<file path="config.mk">
export PLATFORM = sky130hd
export DESIGN_NAME = bcd_to_bin
export DESIGN_NICKNAME = d
export VERILOG_FILES = /design/src/rtl/bcd_pkg.sv /design/src/rtl/bcd_digit_adj.sv /design/src/rtl/bcd_to_bin.sv
export SDC_FILE = /design/constraint.sdc
export NUM_CORES = 1
export LEC_CHECK = 0
export CORE_MARGIN = 2
export CORE_UTILIZATION = 60
export DETAILED_ROUTE_END_ITERATION = 7
export PLACE_DENSITY = 0.84
export SLEW_MARGIN = 0
export SYNTH_ARGS = -nofsm -noshare
export SYNTH_HDL_FRONTEND = slang
export SYNTH_HIERARCHICAL = 1
export SYNTH_SLANG_ARGS = --single-unit
</file>
<file path="constraint.sdc">
create_clock -name clk -period 2.92 [get_ports clk]
set_input_delay 0.584 -clock clk [delete_from_list [all_inputs] [get_ports clk]]
set_output_delay 0.584 -clock clk [all_outputs]
set_load 0.01 [all_outputs]
</file>
<file path="src/rtl/bcd_pkg.sv">
// Shared constants for the BCD-to-binary converter: FSM encoding, digit-adjust
// thresholds and the iteration-counter width helper.
package bcd_pkg;

  typedef enum logic [2:0] {
    IDLE,
    SETUP,
    SHIFT,
    ADJUST,
    DONE
  } state_t;

  localparam int                 DIGIT_W    = 4;
  localparam logic [DIGIT_W-1:0] ADJ_THRESH = 4'd8;
  localparam logic [DIGIT_W-1:0] ADJ_SUB    = 4'd3;

  // Counter must be able to hold BIN_W itself, the terminal shift count.
  function automatic int cnt_width(input int bin_w);
    return $clog2(bin_w + 1);
  endfunction

endpackage

</file>
<file path="src/rtl/bcd_digit_adj.sv">
// One BCD digit correction step of reverse double dabble: subtract 3 from
// any digit that reached 8 or more after a right shift.
module bcd_digit_adj
  import bcd_pkg::*;
(
  input  logic [DIGIT_W-1:0] d,
  output logic [DIGIT_W-1:0] q
);

  assign q = (d >= ADJ_THRESH) ? d - ADJ_SUB : d;

endmodule

</file>
<file path="src/rtl/bcd_to_bin.sv">
// Sequential BCD-to-binary converter (reverse double dabble, en/rdy handshake).
// Optional invalid-digit detection is enabled by defining BCD_TO_BIN_CHECK_EN.
module bcd_to_bin
  import bcd_pkg::*;
#(
  parameter int DIGITS = 4,
  parameter int BIN_W  = 14
) (
  input  logic                      clk,
  input  logic                      rst_n,
  input  logic                      en,
  input  logic [DIGIT_W*DIGITS-1:0] bcd_d_in,
  output logic [BIN_W-1:0]          bin_d_out,
  output logic                      rdy,
  output logic                      busy,
  output logic                      err
);

  localparam int BCD_W = DIGIT_W * DIGITS;
  localparam int SR_W  = BCD_W + BIN_W;
  localparam int CNT_W = cnt_width(BIN_W);

  state_t                         state;
  logic [BCD_W-1:0]               bcd_q;
  logic [SR_W-1:0]                sr;
  logic [CNT_W-1:0]               cnt;
  logic [CNT_W-1:0]               cnt_nxt;
  logic [DIGITS-1:0][DIGIT_W-1:0] dig;
  logic [DIGITS-1:0][DIGIT_W-1:0] dig_adj;

  assign dig     = sr[SR_W-1:BIN_W];
  assign cnt_nxt = cnt + 1'b1;

  for (genvar g = 0; g < DIGITS; g++) begin : g_adj
    bcd_digit_adj u_adj (
      .d (dig[g]),
      .q (dig_adj[g])
    );
  end

`ifdef BCD_TO_BIN_CHECK_EN
  logic flag;
  logic bad_digit;

  always_comb begin
    bad_digit = 1'b0;
    for (int i = 0; i < DIGITS; i++)
      if (bcd_q[i*DIGIT_W +: DIGIT_W] > 4'd9) bad_digit = 1'b1;
  end
`else
  assign err = 1'b0;
`endif

  always_ff @(posedge clk or negedge rst_n) begin
    if (!rst_n) begin
      state     <= IDLE;
      bcd_q     <= '0;
      sr        <= '0;
      cnt       <= '0;
      bin_d_out <= '0;
      rdy       <= 1'b0;
      busy      <= 1'b0;
`ifdef BCD_TO_BIN_CHECK_EN
      flag      <= 1'b0;
      err       <= 1'b0;
`endif
    end else begin
      rdy <= 1'b0;
      case (state)
        IDLE: if (en) begin
          bcd_q <= bcd_d_in;
          busy  <= 1'b1;
          state <= SETUP;
        end
        SETUP: begin
          sr    <= {bcd_q, {BIN_W{1'b0}}};
          cnt   <= '0;
          state <= SHIFT;
`ifdef BCD_TO_BIN_CHECK_EN
          flag  <= bad_digit;
          err   <= 1'b0;
`endif
        end
        // The final shift goes straight to DONE; no correction follows it.
        SHIFT: begin
          sr    <= sr >> 1;
          cnt   <= cnt_nxt;
          state <= (cnt_nxt == CNT_W'(BIN_W)) ? DONE : ADJUST;
        end
        ADJUST: begin
          sr    <= {dig_adj, sr[BIN_W-1:0]};
          state <= SHIFT;
        end
        DONE: begin
`ifdef BCD_TO_BIN_CHECK_EN
          bin_d_out <= flag ? '0 : sr[BIN_W-1:0];
          err       <= flag;
`else
          bin_d_out <= sr[BIN_W-1:0];
`endif
          rdy   <= 1'b1;
          busy  <= 1'b0;
          state <= IDLE;
        end
        default: state <= IDLE;
      endcase
    end
  end

endmodule

</file>
Yosys cells after proc, flatten, opt, wreduce, memory -nomap -nowiden
Cells that the tools add are included.
- register bits: 69
- bits of input ports: 19
- output and inout bits: 17
- word-level logic and storage cells: 55
- add/sub/neg operators: 5
- $lt $le $gt $ge: 4
- equality and inequality tests: 10
- multiplexer cells: 12
- bitwise gates (word level): 1
- reductions and logical operators: 12
- operators with widths (operator ; number):
    $pmux W30 S3 ; 1
    $ge A4 B4 Y1 const B ; 4
    $mux W4 ; 4
    $sub A4 B2 Y4 const B ; 4
    $reduce_and A2 Y1 ; 7
    $pmux W3 S3 ; 1
    $ne A2 B1 Y1 const B ; 4
    $pmux W4 S2 ; 1
    $eq A3 B2 Y1 const B ; 2
    $mux W3 ; 2
    $add A4 B1 Y4 const B ; 1
    $eq A4 B4 Y1 const B ; 1
    $reduce_bool A2 Y1 ; 2
    $eq A3 B1 Y1 const B ; 1
    $eq A3 B3 Y1 const B ; 1
    $logic_not A3 Y1 ; 1
    $reduce_bool A3 Y1 ; 1
    $mux W1 ; 2
    $ne A2 B2 Y1 const B ; 1
    $pmux W1 S2 ; 1
    $reduce_or A2 Y1 ; 1
    $not A1 Y1 ; 1

Depth between registers and ports, before layout
- depth in word-level cells: 4
- mapped depth: 7
- gate-level depth less buffers: 7

Modules after synthesis
Netlist, hierarchy kept.
- modules (own cells, without submodules) (module ; instances ; cells an instance ; area an instance (um^2) ; seq. area each (um^2)):
    bcd_to_bin ; 1 ; 231 ; 3017.9 ; 1726.7
    bcd_digit_adj ; 4 ; 11 ; 76.3 ; 0.0

Worst setup path after synthesis
Ideal clock, no wire load.
- path kind: flip-flop to flip-flop
- from: register state[2]
- to: register bcd_q[0]
- setup time: 0.125 ns
- data arrival time: 1.499 ns
- data required time: 2.795 ns
- slack: 1.296 ns
- stages on the path, launching flop included: 5
- path buffers: 2
- period minus slack after synthesis: 1.624 ns
- path through: dfrtp_1 > buf_6 > nor4b_4 > buf_8 > mux2_4
- longest elaborated chain between the ends: 2
- ends and longest elaborated chain (element ; RTL line ; RTL):
    start, declared ; bcd_to_bin.sv:23 ; state_t state;
    start signal, assigned ; bcd_to_bin.sv:88 ; state <= (cnt_nxt == CNT_W'(BIN_W)) ? DONE : ADJUST;
    $logic_not A3 Y1 ; bcd_to_bin.sv:69 ; case (state)
    $reduce_and A2 Y1 (no line) ; -- ;
    end signal, assigned ; bcd_to_bin.sv:71 ; bcd_q <= bcd_d_in;
    end, declared ; bcd_to_bin.sv:24 ; logic [BCD_W-1:0] bcd_q;
No other way between the ends.
A chain may end at the register's enable or synchronous reset.

Worst setup path after layout
- from: register state[1]
- to: register sr[23]
- longest elaborated chain between the ends: 3
- elaborated cells on any way between the ends: 7
- those cells by class: eq/ne: 4; mux: 1; reduce/logical: 2
- ends and longest elaborated chain (element ; RTL line ; RTL):
    $eq A3 B2 Y1 / $eq A3 B1 Y1 (equally long branches) ; bcd_to_bin.sv:69 ;
    $ne A2 B1 Y1 (no line) / $reduce_bool A3 Y1 (equally long branches) ; -- ;
    $reduce_and A2 Y1 (no line) ; -- ;
    end signal, assigned ; bcd_to_bin.sv:76 ; sr <= {bcd_q, {BIN_W{1'b0}}};
    end signal, assigned ; bcd_to_bin.sv:86 ; sr <= sr >> 1;
    end signal, assigned ; bcd_to_bin.sv:91 ; sr <= {dig_adj, sr[BIN_W-1:0]};
    end, declared ; bcd_to_bin.sv:25 ; logic [SR_W-1:0] sr;
Several ways; a longest one is shown, not always the timed one.

==> reports/metrics.csv <==
metric;value;unit
synthAdderAreaFrac;3.77;%
antenna_cells;0;
synth_edf_count;0;
hpwl;3.97;mm
rr_startpoint;state[1];
grt_start_max_net_pins;43;
grt_pass1_wl;10.6;mm
synthArstFlopShare;100;%
clk_pin_slew;70;ps
mostFrequentLayoutCells;dfrtp_1 (69), mux2_2 (37), clkdlybuf4s50_1 (33), o21ai_0 (26), nand2_1 (25);
final_common_cell;dfrtp_1;
cts_resized;0;
drive_gt1_share;23.4;%
ant_nets;0;
grt_usage;22.3;%
ctsRootBufferMaster;clkbuf_8;
first_pass_iters;5;
ys_seq_area_share;52.0;%
dieWidth;78.4;microns
final_nets;340;
reg2reg_to;sr[23];
pin_count;36;
slew_violations;0;
max_freq;0.498;GHz
routed_via_density;5.60;
r2r_cells;3;
critPathMaxFanout;18;
wl_per_cell;15.8;microns
setup_violations;0;
fin_crit_sh;68.8;%
crit_type;flop to flop;
grt_pass1_vias;2241;
drt-initial-drc-count;111;
status;complete, no violations;
clk_latency;350;ps
overflow;0;
ys.flop_type;dfrtp_1;
cp.depth;3;
dp.cells;372;
fp.dieH;78.4;microns
die_area;6150;sq um
leakagePower;1.79;nW
critPathBufInv;0;
wirelength;6.14;mm
cts_setup_buffers;0;
syn_area;3320;sq um
crit_required;3180;ps
syn-instance-count;275;
avgSynthCellArea;12.1;sq um
yosysWarningCount;6;
initial_core_util;61.1;%
syn_nets;304;
r2r_slack;910;ps
path_delay_family;compound AO/OA/AOI/OAI gates;
worst_slew_pin_slew;1190;ps
arrival;2270;ps
yosysTopAreaCell;dfrtp_1;
fin_crit;2010;ps
maxSlewHeadroom;20.3;%
hp-class;input port to async pin;
fin_skew;6.83;ps
slowest_stage;o21ai_1;
cts_hold_buf;0;
powerDensity;849;nW/um^2
synth_simple_gate_area_share;7.34;%
critPathLaunchType;flop;
drv_cap;0;
cts_tree;built;
port_buffers;34;
via_count;2171;
syn2layout_area_growth;19.1;%
n_fill_cell;372;
synth_top_family_by_area;multiplexers;
peakVddDrop;0.587;mV
slowest_delay;1030;ps
hold-worst-slack;255;ps
crit_chain;o21ai_1 -> nand2_1 -> o21ai_0;
num_rows;27;
synth_cell_types;35;
synth_compound_area_share;13.1;%
synth_seq_cells;69;
critPathCaptureType;flop;
antenna_found_initial;0;
hold_violations;0;
synth_xor_area_share;2.64;%
drc;0;
place_congestion;0.786;
yosysTopAreaCellShare;52.0;%
clock_path_buffers;2;
cts_buffers;9;
h-tree-depth;3;
final_cells;388;
core_area;5440;sq um
tns;0;ps
rsz0062_at_grt;false;
synth.area.top_cells;dfrtp_1 (52%), mux2_2 (13%), mux2_4 (4.1%), o21ai_0 (3.9%), ha_1 (3.8%);
muxShareOfSynthArea;16.6;%
cts.sinks;69;
==> stage by stage <==
| step | util (%) | cell area [sq um] | setup WS (ps) | total power, W |
|---|---|---|---|---|
| finish | 72.7 | 3960 | 912 | 0.00336 |
| global route | 72.7 | 3960 | 793 | 0.00355 |
| CTS | 72.7 | 3960 | 914 | 0.00338 |
| detailed placement | 68.2 | 3710 | 848 | 0.00242 |
| global placement | 68.2 | 3710 | 866 | 0.00236 |
| floorplan | - | 3320 | 1300 | 0.00217 |
==> registers in the layout (all words and copies together) (netlist names) <==
name	flops
sr	30
busy	1
bin_d_out	14
bcd_q	16
state	3
rdy	1
cnt	4
==> cell usage after synthesis (2+ instances only) <==
| library cell | count |
|---|---|
| mux2_4 | 9 |
| buf_4 | 2 |
| a22oi_1 | 15 |
| buf_2 | 9 |
| nor2b_1 | 6 |
| nand2_1 | 25 |
| xnor2_1 | 4 |
| xor2_1 | 6 |
| dfrtp_1 | 69 |
| buf_6 | 2 |
| ha_1 | 10 |
| a22o_1 | 14 |
| nand2b_1 | 5 |
| nor2_1 | 2 |
| a21oi_1 | 5 |
| inv_1 | 12 |
| mux2_2 | 37 |
| o21ai_0 | 26 |
==> worst register-to-register path, cell delays in order (launching register included) <==
cell     delay (ps)
dfrtp_1         620
o21ai_1        1030
nand2_1         140
o21ai_0         130
==> how the worst max path moves through the flow <==
stage | from | end | slack, ps
final | state[1] | sr[23] | 910
after global routing | state[1] | cnt[2] | 790
after CTS | state[1] | sr[23] | 910
after detailed placement | en | bcd_q[2] | 850
after global placement | en | bcd_q[8] | 870
after floorplan | state[2] | bcd_q[0] | 1300
==> final cells by class <==
class                   count  area, sq um  area share, %
clock inverters             6          110           2.78
inverters                  12         45.0           1.14
flip-flops and latches     69         1730           43.6
multi-input cells         178         1450           36.6
well taps                  72         90.1           2.28
repair buffers             41          400           10.1
clock buffers              10          138           3.48
==> power by group <==
group          internal, W  switching, W  leakage (nW)
clock network     0.000589      0.000363         0.119
logic             0.000481      0.000404         0.770
registers          0.00123      0.000295         0.904
==> routing by layer <==
layer  wire, microns  up-vias  global-route usage (%)
li1                -     1037                       -
met4             144        0                    11.9
met1            2810     1075                    29.8
met2            2910       43                    34.1
met5               0        -                       0
met3             269       16                    4.94
==> cell families (layout without fill, tap and decap cells) <==
group	count (synthesis)	in the layout
DFF	69	69
AOI/OAI and AO/OA	66	66
muxes	46	46
and+or+nand+nor	45	45
buffers and inverters	28	69
adders and majority gates	10	10
xor gates and xnor gates	10	10
other	1	1
Power figures use the tool's default switching activity.
